--- config.mk ---
export PLATFORM = sky130hd
export DESIGN_NAME = seg_frame_capture
export DESIGN_NICKNAME = d
export VERILOG_FILES = /design/src/rtl/seg_pkg.sv /design/src/rtl/seg_pattern_lookup.sv /design/src/rtl/seg_frame_capture.sv
export SDC_FILE = /design/constraint.sdc
export NUM_CORES = 1
export LEC_CHECK = 0
export BUFFER_PORTS_ARGS = -buffer_cell sky130_fd_sc_hd__buf_2
export CELL_PAD_IN_SITES_DETAIL_PLACEMENT = 1
export CELL_PAD_IN_SITES_GLOBAL_PLACEMENT = 2
export CORE_UTILIZATION = 39
export DETAILED_ROUTE_END_ITERATION = 8
export PLACE_DENSITY_LB_ADDON = 0.1
export SLEW_MARGIN = 20
export SYNTH_ARGS = -nofsm -noshare
export SYNTH_HDL_FRONTEND = slang
export SYNTH_SLANG_ARGS = --single-unit
--- constraint.sdc ---
create_clock -name clock -period 2.3 [get_ports clock]
set_clock_uncertainty 0.05 [all_clocks]
set_input_delay 0.115 -clock clock [delete_from_list [all_inputs] [get_ports clock]]
set_output_delay 0.115 -clock clock [all_outputs]
set_load 0.01 [all_outputs]
--- src/rtl/seg_pkg.sv ---
// Shared constants and types for the 7-segment readback blocks.
// Patterns are active-low: bit0 = segment a .. bit6 = segment g.
package seg_pkg;

    localparam logic [6:0] SEG_BLANK_N = 7'h7F;

    // Index i holds the active-low pattern that displays hex digit i.
    localparam logic [15:0][6:0] SEG_PATTERNS_N = {
        7'h0E, 7'h06, 7'h21, 7'h46, 7'h03, 7'h08, 7'h10, 7'h00,
        7'h78, 7'h02, 7'h12, 7'h19, 7'h30, 7'h24, 7'h79, 7'h40
    };

    typedef enum logic {
        IDLE    = 1'b0,
        COLLECT = 1'b1
    } seg_state_e;

endpackage

--- src/rtl/seg_pattern_lookup.sv ---
// Combinational reverse decode of an active-low 7-segment pattern to a hex nibble.
// Any pattern outside the standard table (blank included) reports hit_o=0, nibble_o=0.
module seg_pattern_lookup
    import seg_pkg::*;
(
    input  logic [6:0] seg_n_i,
    output logic       hit_o,
    output logic [3:0] nibble_o
);

    always_comb begin
        hit_o    = 1'b0;
        nibble_o = 4'h0;
        for (int i = 0; i < 16; i++) begin
            if (seg_n_i == SEG_PATTERNS_N[i]) begin
                hit_o    = 1'b1;
                nibble_o = 4'(i);
            end
        end
    end

endmodule

--- src/rtl/seg_frame_capture.sv ---
// Captures NUM_DIGITS strobed 7-segment digits into one word with a one-entry valid/ready buffer.
// Optional feature macro SEG_CONFIRM_EN: deliver a frame only when it repeats the previous one.
module seg_frame_capture
    import seg_pkg::*;
#(
    parameter  int NUM_DIGITS = 6,
    localparam int IDXW       = (NUM_DIGITS > 1) ? $clog2(NUM_DIGITS) : 1,
    localparam int WW         = 4 * NUM_DIGITS
) (
    input  logic            clock,
    input  logic            resetn,
    input  logic [6:0]      seg_n,
    input  logic [IDXW-1:0] seg_digit,
    input  logic            seg_strobe,
    output logic [WW-1:0]   word,
    output logic            word_valid,
    input  logic            word_ready,
    output logic            frame_err,
    output logic            seq_err,
    output logic            overrun
);

    // Handshake: word/frame_err are held stable while word_valid=1; a transfer
    // happens on a rising edge with word_valid & word_ready both high.

    localparam logic [IDXW-1:0] LAST_IDX = IDXW'(NUM_DIGITS - 1);

    logic                  lk_hit;
    logic [3:0]            lk_nibble;

    seg_state_e            state_q, state_d;
    logic [IDXW-1:0]       idx_q, idx_d;
    logic [WW-1:0]         slot_q, slot_d;
    logic [NUM_DIGITS-1:0] bad_q, bad_d;
    logic                  seq_err_q, seq_err_d;

    logic                  pend_valid_q, pend_valid_d;
    logic [WW-1:0]         pend_word_q;
    logic [NUM_DIGITS-1:0] pend_bad_q;

    logic [WW-1:0]         word_q, word_d;
    logic                  valid_q, valid_d;
    logic                  ferr_q, ferr_d;
    logic                  overrun_q, overrun_d;

    logic                  store;
    logic [IDXW-1:0]       pos;
    logic                  complete;
    logic [WW-1:0]         frame_word;
    logic [NUM_DIGITS-1:0] frame_bad;
    logic                  deliver_ok;
    logic                  drain;

    seg_pattern_lookup u_lookup (
        .seg_n_i  (seg_n),
        .hit_o    (lk_hit),
        .nibble_o (lk_nibble)
    );

    always_comb begin
        state_d   = state_q;
        idx_d     = idx_q;
        store     = 1'b0;
        pos       = '0;
        complete  = 1'b0;
        seq_err_d = 1'b0;
        if (seg_strobe) begin
            case (state_q)
                IDLE: begin
                    if (seg_digit == '0) begin
                        store = 1'b1;
                        if (LAST_IDX == '0) begin
                            complete = 1'b1;
                        end else begin
                            idx_d   = IDXW'(1);
                            state_d = COLLECT;
                        end
                    end
                end
                COLLECT: begin
                    if (seg_digit == idx_q) begin
                        store = 1'b1;
                        pos   = idx_q;
                        if (idx_q == LAST_IDX) begin
                            complete = 1'b1;
                            idx_d    = '0;
                            state_d  = IDLE;
                        end else begin
                            idx_d = idx_q + IDXW'(1);
                        end
                    end else begin
                        // Out-of-order digit: a fresh digit 0 restarts the frame in place.
                        seq_err_d = 1'b1;
                        if (seg_digit == '0) begin
                            store = 1'b1;
                            idx_d = IDXW'(1);
                        end else begin
                            idx_d   = '0;
                            state_d = IDLE;
                        end
                    end
                end
                default: begin
                    state_d = IDLE;
                    idx_d   = '0;
                end
            endcase
        end

        frame_word = slot_q;
        frame_bad  = bad_q;
        for (int k = 0; k < NUM_DIGITS; k++) begin
            if (store && (pos == IDXW'(k))) begin
                frame_word[4*k +: 4] = lk_nibble;
                frame_bad[k]         = ~lk_hit;
            end
        end
        slot_d = store ? frame_word : slot_q;
        bad_d  = store ? frame_bad  : bad_q;
    end

`ifdef SEG_CONFIRM_EN
    logic [WW-1:0]         ref_word_q;
    logic [NUM_DIGITS-1:0] ref_bad_q;
    logic                  ref_valid_q;

    assign deliver_ok = ref_valid_q && (ref_word_q == frame_word) && (ref_bad_q == frame_bad);

    // Every completed frame becomes the reference; aborted partial frames never do.
    always_ff @(posedge clock or negedge resetn) begin
        if (!resetn) begin
            ref_word_q  <= '0;
            ref_bad_q   <= '0;
            ref_valid_q <= 1'b0;
        end else if (complete) begin
            ref_word_q  <= frame_word;
            ref_bad_q   <= frame_bad;
            ref_valid_q <= 1'b1;
        end
    end
`else
    assign deliver_ok = 1'b1;
`endif

    assign pend_valid_d = complete & deliver_ok;
    assign drain        = valid_q & word_ready;

    always_comb begin
        word_d    = word_q;
        valid_d   = valid_q;
        ferr_d    = ferr_q;
        overrun_d = overrun_q;
        if (pend_valid_q) begin
            if (!valid_q || drain) begin
                word_d  = pend_word_q;
                ferr_d  = |pend_bad_q;
                valid_d = 1'b1;
            end else begin
                overrun_d = 1'b1;
            end
        end else if (drain) begin
            valid_d = 1'b0;
        end
    end

    always_ff @(posedge clock or negedge resetn) begin
        if (!resetn) begin
            state_q      <= IDLE;
            idx_q        <= '0;
            slot_q       <= '0;
            bad_q        <= '0;
            seq_err_q    <= 1'b0;
            pend_valid_q <= 1'b0;
            pend_word_q  <= '0;
            pend_bad_q   <= '0;
            word_q       <= '0;
            valid_q      <= 1'b0;
            ferr_q       <= 1'b0;
            overrun_q    <= 1'b0;
        end else begin
            state_q      <= state_d;
            idx_q        <= idx_d;
            slot_q       <= slot_d;
            bad_q        <= bad_d;
            seq_err_q    <= seq_err_d;
            pend_valid_q <= pend_valid_d;
            pend_word_q  <= frame_word;
            pend_bad_q   <= frame_bad;
            word_q       <= word_d;
            valid_q      <= valid_d;
            ferr_q       <= ferr_d;
            overrun_q    <= overrun_d;
        end
    end

    assign word       = word_q;
    assign word_valid = valid_q;
    assign frame_err  = ferr_q;
    assign seq_err    = seq_err_q;
    assign overrun    = overrun_q;

endmodule

After elaboration in Yosys (flattened, before gate mapping)
Index checks and enable logic that the tools add are counted.
{"block": "totals", "register_bits": 93, "latch_bits": 0, "ram_bits": 0, "romBits": 0, "output_inout_bits": 28, "word_cells": 126, "mem_count": 0}
{"block": "op_classes", "n_addsub": 1, "n_mul": 0, "n_div": 0, "n_lt_le_gt_ge": 0, "eq_ne": 24, "shifts": 0, "muxes": 68, "bitwise": 4, "reduce_logical": 17}
{"op": "2-to-1 mux 4 bit", "count": 14}
{"op": "2-to-1 mux 1 bit", "count": 39}
{"op": "2-to-1 mux 3 bit", "count": 10}
{"op": "equality test 7 bit, second input constant", "count": 4}
{"op": "equality test 7 x 5 -> 1 bit, second input constant", "count": 3}
{"op": "equality test 7 x 6 -> 1 bit, second input constant", "count": 3}
{"op": "equality test 7 x 2 -> 1 bit, second input constant", "count": 2}
{"op": "equality test 7 x 4 -> 1 bit, second input constant", "count": 2}
{"op": "equality test 3 bit, second input constant", "count": 3}
{"op": "AND reduction 2 bit", "count": 4}
{"op": "equality test 7 x 3 -> 1 bit, second input constant", "count": 1}
{"op": "zero test 7 bit", "count": 1}
{"op": "equality test 3 x 2 -> 1 bit, second input constant", "count": 2}
{"op": "logical AND 1 bit", "count": 6}
{"op": "zero test 3 bit", "count": 2}
{"op": "case mux 3 bit (2 select lines)", "count": 1}
{"op": "OR reduction 6 bit", "count": 1}
{"op": "2-to-1 mux 2 bit", "count": 2}
{"op": "case mux 1 bit (2 select lines)", "count": 2}
{"op": "adder 3 x 1 -> 3 bit, second input constant", "count": 1}
{"op": "equality test 3 x 1 -> 1 bit, second input constant", "count": 1}
{"op": "equality test 3 bit", "count": 1}
{"op": "NOT 1 bit", "count": 3}
{"op": "!= test 2 x 1 -> 1 bit, second input constant", "count": 1}
{"op": "5 further kinds", "count": 5}

Logic depth before layout (Yosys ltp)
Gate-level depths: netlist of run 1.
{"block": "depth", "depth_word": 19, "depth_mapped": 7}

Modules after synthesis
A second synthesis of run 1 with hierarchy kept.
{"block": "hier_totals", "hier_cells": 290, "hier_area_um2": 3917.5}
{"mod": "seg_frame_capture", "n_inst": 1, "cells_each": 235, "area_per_inst_um2": 3580.9}
{"mod": "seg_pattern_lookup", "n_inst": 1, "cells_each": 55, "area_per_inst_um2": 336.6}

Worst setup path after synthesis of run 1
No wires, ideal clock.
{"block": "synth_timing", "path_kind": "flip-flop to flip-flop", "startpoint": "reg state_q", "endpoint": "reg pend_word_q[16]", "setup_ps": 128, "arrival_time_ps": 1674, "slack_ps": 449, "path_stages_with_launch": 6, "path_buffers": 1, "synth_period_minus_slack_ps": 1851, "path_cell_list": "dfrtp_1 -> nand2_2 -> or3_4 -> or3_1 -> buf_4 -> mux2_1"}
{"block": "synth_between", "elab_chain_cells": 5, "word_cells_on_any_way": 8}
{"item": "start: declaration", "line_no": "seg_frame_capture.sv:31", "source": "seg_state_e state_q, state_d;"}
{"item": "start signal: assignment", "line_no": "seg_frame_capture.sv:181", "source": "state_q <= state_d;"}
{"item": "2-to-1 mux 3 bit or NOT 1 bit (tied branches)"}
{"item": "2-to-1 mux 3 bit or case mux 1 bit (2 select lines) (tied branches)", "line_no": "seg_frame_capture.sv:67, seg_frame_capture.sv:68"}
{"item": "equality test 3 bit or 2-to-1 mux 1 bit (tied branches)", "line_no": "seg_frame_capture.sv:113, seg_frame_capture.sv:67"}
{"item": "logical AND 1 bit *", "line_no": "seg_frame_capture.sv:113", "source": "if (store && (pos == IDXW'(k))) begin"}
{"item": "2-to-1 mux 4 bit *", "line_no": "seg_frame_capture.sv:113"}
{"item": "named net frame_word[16]", "line_no": "seg_frame_capture.sv:49", "source": "logic [WW-1:0] frame_word;"}
{"item": "end signal: assignment", "line_no": "seg_frame_capture.sv:187", "source": "pend_word_q <= frame_word;"}
{"item": "end: declaration", "line_no": "seg_frame_capture.sv:38", "source": "logic [WW-1:0] pend_word_q;"}
The timed path passes the listed nets; every way through them passes the cells marked *.
A chain may end at the register's enable or synchronous reset.

Worst setup path after layout of run 1
Ends and elaborated chain as after synthesis.

==> flow_metrics.env, run 1 <==
export IMPL_status="completed"
export IMPL_setup_reg_to_reg_worst_slack_ns=0.21
export IMPL_clockBufferDepth=2
export IMPL_syn_to_final_growth_pct=15.5
export IMPL_max_cap_violations=0
export IMPL_initial_core_util=0.411
export IMPL_rr_endpoint="pend_word_q[16]"
export IMPL_vias=2451
export IMPL_firstDrtPassIters=4
export IMPL_tightest_slew_ns=0.757
export IMPL_clock_latency_ns=0.36
export IMPL_num_rows=35
export IMPL_hold_class="input pin to register"
export IMPL_netlist_area_mm2=0.00387
export IMPL_wl_met3_um=203
export IMPL_arrival_ns=2.27
export IMPL_wl_met1_mm=3.71
export IMPL_irDropWorstVdd_mv=0.289
export IMPL_grt_max_degree=66
export IMPL_startpoint="state_q"
export IMPL_path_cells="nand2_2 > or3_4 > or3_1 > mux2_1"
export IMPL_dieArea_mm2=0.0103
export IMPL_grtUsageTotal=0.168
export IMPL_drc=0
export IMPL_ys_seq_area_frac=0.602
export IMPL_async_reset_ff_frac=1.00
export IMPL_cts_sinks=93
export IMPL_num_antenna_cells=0
export IMPL_worstPathRequired_ns=2.49
export IMPL_htreeDepth=3
export IMPL_core_area_mm2=0.00942
export IMPL_numCtsBuffers=9
export IMPL_path_buf_inv=0
export IMPL_whs_path_depth=2
export IMPL_ys_ff_latch=93
export IMPL_critical_path_top_delay_family="simple AND/OR/NAND/NOR gates"
export IMPL_fin_area_mm2=0.00447
export IMPL_wl_mm=7.39
export IMPL_grt_pass1_vias=2585
export IMPL_grt_overflow_total=0
export IMPL_syn_nets=325
export IMPL_wl_per_cell_um=15.2
export IMPL_finalHoldViolCount=0
export IMPL_rsz0062_at_grt="false"
export IMPL_fp_dieW_um=102
export IMPL_yosys_warnings=0
export IMPL_rr_worst_depth=4
export IMPL_final_nets=369
export IMPL_highest_layer="met4"
export IMPL_root_buffer="clkbuf_8"
export IMPL_ys_flop_type="dfrtp_1"
export IMPL_syn_instance_count=311
export IMPL_dr_wl_met2_mm=3.37
export IMPL_io_buffers=41
export IMPL_leakagePower_nw=2.24
export IMPL_cpPeakStageDelay_ns=0.63
export IMPL_yosysUniqueCellTypes=54
export IMPL_hp_start="seg_strobe"
export IMPL_syn_area_per_cell_um2=12.4
export IMPL_worstHoldEndpoint="slot_q[1]"
export IMPL_powerDensity_mw_per_mm2=699
export IMPL_clkTransAtPathRegs_ns=0.09
export IMPL_via_per_inst=5.02
export IMPL_postCtsSetupRepairBufs=0
export IMPL_min_period_over_period=0.907
export IMPL_final_util=0.475
export IMPL_critPathCaptureType="register"
export IMPL_synth_edf_count=0
export IMPL_place_area_mm2=0.00422
export IMPL_antenna_found_initial=0
export IMPL_place_gp_congestion=0.832
export IMPL_drtIter0Drc=40
export IMPL_die_y_um=102
export IMPL_timing_hold_ws_ns=0.0225
export IMPL_r2r_start="state_q"
export IMPL_finalWorstPathRequiredPeriod_ns=2.09
export IMPL_worstPathMaxFanout=11
export IMPL_cts_tree="yes"
export IMPL_finalSetupViolCount=0
export IMPL_dp_hpwl_mm=5.16
export IMPL_slew_violations=0
export IMPL_final_setup_tns_ns=0
export IMPL_max_slew_margin=0.493
export IMPL_ios=42
export IMPL_ant_nets=0
export IMPL_worstSetupPathType="register to register"
export IMPL_fmax_ghz=0.479
export IMPL_drive_above_1_share=0.329
export IMPL_grt_pass1_wl_mm=13.0
export IMPL_worst_setup_path_start_kind="register"
export IMPL_slowest_stage="or3_1"
-- final cells by class --
class	instances	area, µm²
multi-input cells	189	1400
clock buffers	9	124
inverters	9	33.8
fillers	1021	4950
flip-flops and latches	93	2330
well taps	129	161
clock inverters	6	93.8
repair buffers	53	328
-- power by group --
| part | internal [mW] | leakage, nW | switching, mW |
|---|---|---|---|
| logic | 0.0743 | 0.909 | 0.140 |
| clock network | 0.616 | 0.106 | 0.578 |
| registers | 1.69 | 1.22 | 0.0283 |
-- cell usage after synthesis, types with 2 or more instances --
cell	n	area (µm²)
nor2b_1	2	12.5
buf_2	7	35.0
or4_1	2	15.0
o21ai_1	14	70.1
or3b_2	2	17.5
mux2i_1	12	120
inv_1	9	33.8
o21bai_1	2	15.0
nor3_1	9	45.0
a21oi_1	24	120
mux2_2	33	372
nor2_1	16	60.1
buf_4	4	30.0
nand2_1	20	75.1
a31oi_1	3	18.8
clkbuf_1	7	26.3
nand4_1	3	18.8
or2_2	2	12.5
nand2b_1	2	12.5
o21ai_0	4	20.0
nor4_2	2	25.0
o31ai_1	2	15.0
buf_6	2	22.5
or3_4	2	22.5
or3_1	2	12.5
dfrtp_1	93	2330
xnor2_1	2	17.5
a21o_1	3	22.5
-- cells in the final DEF (no fill, tap or decap), drive strengths merged, types with 3 or more instances in the layout --
cell type / synthesis / routed
a21o: 3 / 3
a21oi: 24 / 24
a31oi: 3 / 3
buf: 13 / 51
clkbuf: 7 / 9
dfrtp: 93 / 93
inv: 9 / 11
mux2: 34 / 34
mux2i: 12 / 12
nand2: 21 / 21
nand4: 3 / 3
nor2: 17 / 17
nor3: 9 / 9
nor4: 3 / 3
o21ai: 18 / 18
or3: 4 / 4
or3b: 3 / 3
-- through the flow --
| step | total power [mW] | cells | setup slack [ns] |
|---|---|---|---|
| floorplan | 1.87 | 311 | 0.449 |
| global placement | 1.96 | 471 | 0.147 |
| detailed placement | 1.96 | 471 | 0.0906 |
| CTS | 3.17 | 488 | 0.193 |
| global route | 3.28 | 488 | 0.114 |
| finish | 3.12 | 488 | 0.213 |
-- how the worst max path moves through the flow --
stage               slack [ns]         endpoint  depth (start not counted)
finish                    0.21  pend_word_q[16]                          4
global route              0.11  pend_word_q[16]                          4
CTS                       0.19         idx_q[2]                          5
detailed placement        0.09         bad_q[3]                          6
global placement          0.15         bad_q[2]                          6
floorplan                 0.45  pend_word_q[16]                          5
-- metal layers --
metal / GRT usage / vias to the layer above
li1: - / 1184
met1: 0.231 / 1220
met2: 0.261 / 37
met3: 0.0345 / 10
met4: 0.0635 / 0
met5: 0 / -
-- timing repair --
action / in CTS / in global routing
endpoints found under the hold margin: 29 / 0
setup endpoints to repair: 0 / 2
resized for setup: 0 / 1
hold buffers: 2 / 0
-- registers in the layout, indices dropped and copies added (netlist names) --
signal,flops
idx_q,3
frame_err,1
bad_q,6
slot_q,24
word,24
seq_err,1
word_valid,1
state_q,1
pend_bad_q,6
overrun,1
pend_word_q,24
pend_valid_q,1
-- logic make-up after synthesis --
kind of cell	count (synthesis)	share of synthesized area
flip-flops	93	0.602
AO/OA/AOI/OAI	63	0.107
buffers and inverters	29	0.0382
AND/OR/NAND/NOR	77	0.116
multiplexers	46	0.130
XOR/XNOR	3	0.00679
(Power assumes the default switching activity.)
==> run 2, diff against run 1 <==
- CORE_UTILIZATION: 39 -> 40
- SYNTH_HIERARCHICAL: unset -> 1
==> run 2 against run 1 <==
Compared with the run above:
- register-to-register slack got worse by 0.08 ns
- area after synthesis rose by 1.3%
- utilization rose by 1.1 points
- global-route usage is 0.79 points lower
- power is 1.2% lower
- setup slack lost 0.081 ns
- sequential power about the same
- sequential share of layout area down 0.99 points
- design area increased by 1.9%
- critical path type unchanged
- largest cell class unchanged
- largest power group unchanged
- highest routed layer unchanged
==> flow_metrics.env, run 2 <==
export IMPL_worst_setup_path_start_kind="register"
export IMPL_yosys_top_cells_count="dfrtp_1 (93), mux2_2 (71), clkbuf_1 (13), nand2_1 (13), mux2i_1 (10)"
export IMPL_leakagePower_nw=2.33
export IMPL_hold_class="input pin to register"
export IMPL_yosysMostFrequentCell="dfrtp_1"
export IMPL_finalHoldViolCount=0
export IMPL_worstPathMaxFanout=11
export IMPL_r2r_start="idx_q[2]"
export IMPL_hp_start="seg_digit[2]"
export IMPL_via_per_inst=5.10
export IMPL_clkTransAtPathRegs_ns=0.09
export IMPL_drtIter0Drc=39
export IMPL_synth_edf_count=0
export IMPL_grt_pass1_vias=2350
export IMPL_grt_pass1_wl_mm=12.2
export IMPL_syn_nets=304
export IMPL_switchingPower_mw=0.725
export IMPL_firstDrtPassIters=4
export IMPL_min_period_over_period=0.943
export IMPL_num_rows=35
export IMPL_ys_flop_type="dfrtp_1"
export IMPL_grt_overflow_total=0
export IMPL_final_nets=348
export IMPL_die_y_um=101
export IMPL_critPathCaptureType="register"
export IMPL_combPwrFrac=0.065
export IMPL_status="completed"
export IMPL_io_buffers=41
export IMPL_ios=42
export IMPL_ys_seq_area_frac=0.594
export IMPL_arrival_ns=2.35
export IMPL_grt_max_degree=59
export IMPL_power_frac_clock=0.386
export IMPL_fp_dieW_um=101
export IMPL_ant_nets=0
export IMPL_finalSetupViolCount=0
export IMPL_htreeDepth=3
export IMPL_vias=2385
export IMPL_worstSetupPathType="register to register"
export IMPL_powerDensity_mw_per_mm2=678
export IMPL_finalWorstPathRequiredPeriod_ns=2.17
export IMPL_max_slew_margin=0.660
export IMPL_drive_above_1_share=0.428
export IMPL_wl_per_cell_um=15.5
export IMPL_yosysUniqueCellTypes=43
export IMPL_final_common_cell="dfrtp_1"
export IMPL_ys_ff_latch=93
export IMPL_swShare=0.235
export IMPL_tightest_slew_ns=0.509
export IMPL_worstPathRequired_ns=2.49
export IMPL_fmax_ghz=0.461
export IMPL_grtUsageTotal=0.160
export IMPL_syn_instance_count=290
export IMPL_max_cap_violations=0
export IMPL_cts_sinks=93
export IMPL_cts_tree="yes"
export IMPL_synthTopCellsByArea="dfrtp_1 (59%), mux2_2 (20%), mux2i_1 (2.6%)"
export IMPL_yosys_warnings=6
export IMPL_place_gp_congestion=0.788
export IMPL_postCtsSetupRepairBufs=0
export IMPL_root_buffer="clkbuf_8"
export IMPL_num_antenna_cells=0
export IMPL_clock_latency_ns=0.35
export IMPL_yosysTopAreaCell="dfrtp_1"
export IMPL_initial_core_util=0.418
export IMPL_final_setup_tns_ns=0
export IMPL_netlist_area_mm2=0.00392
export IMPL_startpoint="idx_q[2]"
export IMPL_numCtsBuffers=9
export IMPL_antenna_found_initial=0
export IMPL_timing_hold_ws_ns=0.161
export IMPL_core_area_mm2=0.00937
export IMPL_dp_hpwl_mm=4.82
export IMPL_drc=0
export IMPL_layout_common_cells="dfrtp_1 (93), mux2_2 (71), buf_2 (40), nand2_1 (13), mux2i_1 (10)"
export IMPL_syn_area_per_cell_um2=13.5
export IMPL_syn_to_final_growth_pct=16.3
export IMPL_rsz0062_at_grt="false"
export IMPL_dieArea_mm2=0.0102
export IMPL_seq_power_share=0.549
export IMPL_p_int_mw=2.36
export IMPL_post_synth_top_area_fraction=0.594
export IMPL_irDropWorstVdd_mv=0.340
export IMPL_async_reset_ff_frac=1.00
export IMPL_wl_mm=7.28
export IMPL_clockBufferDepth=2
export IMPL_slew_violations=0
==> run 2: cell count changes after synthesis, sizes merged, moves of 6 or more <==
cell / change
mux2: +38
clkbuf: +6
nor2: -11
a21oi: -20
buf: -6
o21ai: -9
nand2: -8
==> run 2: critical path: stages, from the launching register on <==
cell,delay [ns]
dfrtp_1,0.44
xor2_1,0.20
or3_4,0.45
nor4_2,0.30
buf_4,0.26
mux2_2,0.35
==> run 2: routing by layer <==
layer  vias up  part of all wire  global-route usage
met5         -                 0                   0
li1       1121                 -                   -
met2        39              0.48               0.250
met1      1217              0.48               0.219
met4         0             0.013              0.0569
met3         8             0.031              0.0374
==> run 2: what timing repair did <==
action                                  4_1_cts  5_1_grt
hold buffers                                  3        0
hold endpoints to repair                     38        0
endpoints found under the setup margin        0       16
resized for setup                             0        2
==> run 2: stage by stage <==
step           utilization  power (mW)  cell area (µm²)  worst slack (ns)  std cells
3_3_place_gp         0.458        1.92             4290             0.165        449
3_5_place_dp         0.458        1.93             4290            0.0621        449
6_report             0.486        3.09             4550             0.132        468
4_1_cts              0.485        3.15             4540            0.0361        468
2_1_floorplan            -        1.83             3920             0.159        290
5_1_grt              0.486        3.25             4550            0.0441        468
==> run 2: cell families (layout without fill, tap and decap cells) <==
kind of cell	after synthesis	count (layout)	share of synthesized area
buffers and inverters	28	77	0.0335
xor gates and xnor gates	4	4	0.00894
muxes	82	82	0.233
and+or+nand+nor	57	57	0.0862
DFF	93	93	0.594
AOI/OAI and AO/OA	26	26	0.0438
==> run 2: power by group through the flow <==
stage | logic, mW | registers (mW) | clock network, mW
global route | 0.229 | 1.70 | 1.31
finish | 0.202 | 1.70 | 1.19
global placement | 0.193 | 1.73 | 0
floorplan | 0.114 | 1.72 | 0
CTS | 0.202 | 1.70 | 1.25
detailed placement | 0.197 | 1.73 | 0
==> run 2: final cells by class <==
| cell class | instances | area [µm²] |
|---|---|---|
| fill | 1001 | 4820 |
| sequential | 93 | 2330 |
| multi-input combinational | 169 | 1480 |
| timing repair buffer | 53 | 330 |
| tap | 129 | 161 |
| clock buffer | 9 | 124 |
| clock inverter | 7 | 98.8 |
| inverter | 8 | 30.0 |
==> run 2: worst paths after layout <==
| kind | cells after the start | to | slack (ns) |
|---|---|---|---|
| setup / recovery | 5 | pend_word_q[6] | 0.13 |
| hold / removal | 4 | idx_q[0] | 0.16 |
| setup reg to reg | 5 | pend_word_q[6] | 0.13 |
| hold reg to reg | 2 | word_valid | 0.43 |
| max in group asynchronous | 3 | slot_q[5] | 1.32 |
| min in group asynchronous | 2 | word[10] | 0.21 |
==> run 3, diff against run 2 <==
- CELL_PAD_IN_SITES_DETAIL_PLACEMENT: 1 -> 0
- CELL_PAD_IN_SITES_GLOBAL_PLACEMENT: 2 -> 1
- CORE_UTILIZATION: 40 -> 48
==> run 3 against run 2 <==
Compared with the run above:
- clock power decreased by 9%
- critical endpoint is now pend_word_q[5]
- first-iteration DRC count increased by 90%
- global-route usage increased by 0.97 points
- sequential share of layout area increased by 0.89 points
- design area decreased by 1.7%
- routed wire length decreased by 11%
==> flow_metrics.env, run 3 (synthesis gave the netlist of run 2 again) <==
export IMPL_final_nets=347
export IMPL_fmax_ghz=0.465
export IMPL_worstPathRequired_ns=2.48
export IMPL_critical_path_top_delay_family="simple AND/OR/NAND/NOR gates"
export IMPL_clock_latency_ns=0.35
export IMPL_dp_slack_ns=0.151
export IMPL_finalSetupViolCount=0
export IMPL_final_common_cell="dfrtp_1"
export IMPL_cts_sinks=93
export IMPL_core_area_mm2=0.00781
export IMPL_grt_pass1_wl_mm=11.1
export IMPL_htreeDepth=3
export IMPL_power_mw=2.96
export IMPL_tightest_slew_ns=0.516
export IMPL_antenna_found_initial=0
export IMPL_startpoint="idx_q[2]"
export IMPL_finalHoldViolCount=0
export IMPL_min_period_over_period=0.935
export IMPL_nFillCells=654
export IMPL_postCtsSetupRepairBufs=0
export IMPL_irDropWorstVdd_mv=0.359
export IMPL_worstSetupPathType="register to register"
export IMPL_worstPathMaxFanout=8
export IMPL_wl_per_cell_um=14.8
export IMPL_clkTransAtPathRegs_ns=0.09
export IMPL_r2r_start="idx_q[2]"
export IMPL_drive_above_1_share=0.418
export IMPL_grtUsageTotal=0.170
export IMPL_layout_common_cells="dfrtp_1 (93), mux2_2 (71), buf_2 (40), nand2_1 (13)"
export IMPL_hold_class="input pin to asynchronous set/reset pin"
export IMPL_crit_cells=5
export IMPL_powerDensity_mw_per_mm2=662
export IMPL_fp_dieW_um=92.3
export IMPL_rr_worst_depth=5
export IMPL_place_area_mm2=0.00425
export IMPL_path_cells="xor2_1 > or3_1 > nor4_2 > buf_4 > mux2_2"
export IMPL_slew_violations=0
export IMPL_crit_end="pend_word_q[5]"
export IMPL_place_gp_congestion=0.811
export IMPL_rsz0062_at_grt="false"
export IMPL_final_util=0.573
export IMPL_dp_hpwl_mm=4.22
export IMPL_initial_core_util=0.502
export IMPL_worst_setup_path_start_kind="register"
export IMPL_cpPeakStageDelay_ns=0.49
export IMPL_finalWorstSetupSlack_ns=0.150
export IMPL_die_y_um=92.3
export IMPL_rr_endpoint="pend_word_q[5]"
export IMPL_finalWorstPathRequiredPeriod_ns=2.15
export IMPL_vias=2312
export IMPL_stdcell_count=439
export IMPL_drtIter0Drc=74
export IMPL_root_buffer="clkbuf_8"
export IMPL_numCtsBuffers=9
export IMPL_final_setup_tns_ns=0
export IMPL_cts_tree="yes"
export IMPL_ant_nets=0
export IMPL_place_inst=421
export IMPL_via_per_inst=5.27
export IMPL_critPathCaptureType="register"
export IMPL_multi_input_area_mm2=0.00147
export IMPL_dieArea_mm2=0.00853
export IMPL_grt_max_degree=71
export IMPL_num_rows=32
export IMPL_drc=0
export IMPL_max_slew_margin=0.655
export IMPL_wl_mm=6.48
export IMPL_max_cap_violations=0
export IMPL_firstDrtPassIters=4
export IMPL_clockBufferDepth=2
export IMPL_syn_to_final_growth_pct=14.3
export IMPL_grt_overflow_total=0
export IMPL_arrival_ns=2.33
export IMPL_io_buffers=41
export IMPL_leakagePower_nw=2.30
export IMPL_slowest_stage="or3_1"
export IMPL_setup_reg_to_reg_worst_slack_ns=0.15
export IMPL_num_antenna_cells=0
export IMPL_grt_pass1_vias=2239
export IMPL_fin_area_mm2=0.00448
export IMPL_timing_hold_ws_ns=0.146
export IMPL_ff_latch_area_mm2=0.00233
export IMPL_status="completed"
export IMPL_path_buf_inv=1
export IMPL_ios=42
## run 3: changes by cell type in the layout (fill, tap and decap cells not counted), sizes merged
cell      change
buf           -1
bufinv        -1
clkinvlp      +2
clkbuf        +1
clkinv        -3
## run 3: how the worst min path moves through the flow
stage | end | from | cells past startpoint
detailed placement | word[10] | resetn | 1
global route | slot_q[11] | resetn | 2
CTS | word[10] | resetn | 2
finish | word[10] | resetn | 2
global placement | word[10] | resetn | 1
floorplan | bad_q[0] | resetn | 0
## run 3: cell type report
type                       count  share of cell area
inverter                       8             0.00671
clock inverter                 5              0.0131
clock buffer                  10              0.0307
timing repair buffer          52              0.0721
tap                          102              0.0285
multi-input combinational    169               0.329
sequential                    93               0.520
## run 3: worst reg2reg max path: stages, from the launching register on
cell and delay, ns:
dfrtp_1 0.42, xor2_1 0.17, or3_1 0.49, nor4_2 0.33, buf_4 0.23, mux2_2 0.35
## run 3: power breakdown
group | internal, mW | leakage (nW) | switching, mW
Sequential | 1.67 | 1.24 | 0.0225
Clock | 0.528 | 0.0948 | 0.551
Combinational | 0.0683 | 0.970 | 0.123
## run 3: layer usage
metal,vias up,global-route usage,routed length (µm)
met4,0,0.0703,89
met2,46,0.260,2990
met3,7,0.0369,216
met5,-,0,0
li1,1112,-,-
met1,1147,0.234,3180
## run 3: what timing repair did
item	in CTS	in global routing
gates resized for setup	0	0
endpoints found under the hold margin	30	0
hold buffers	3	0
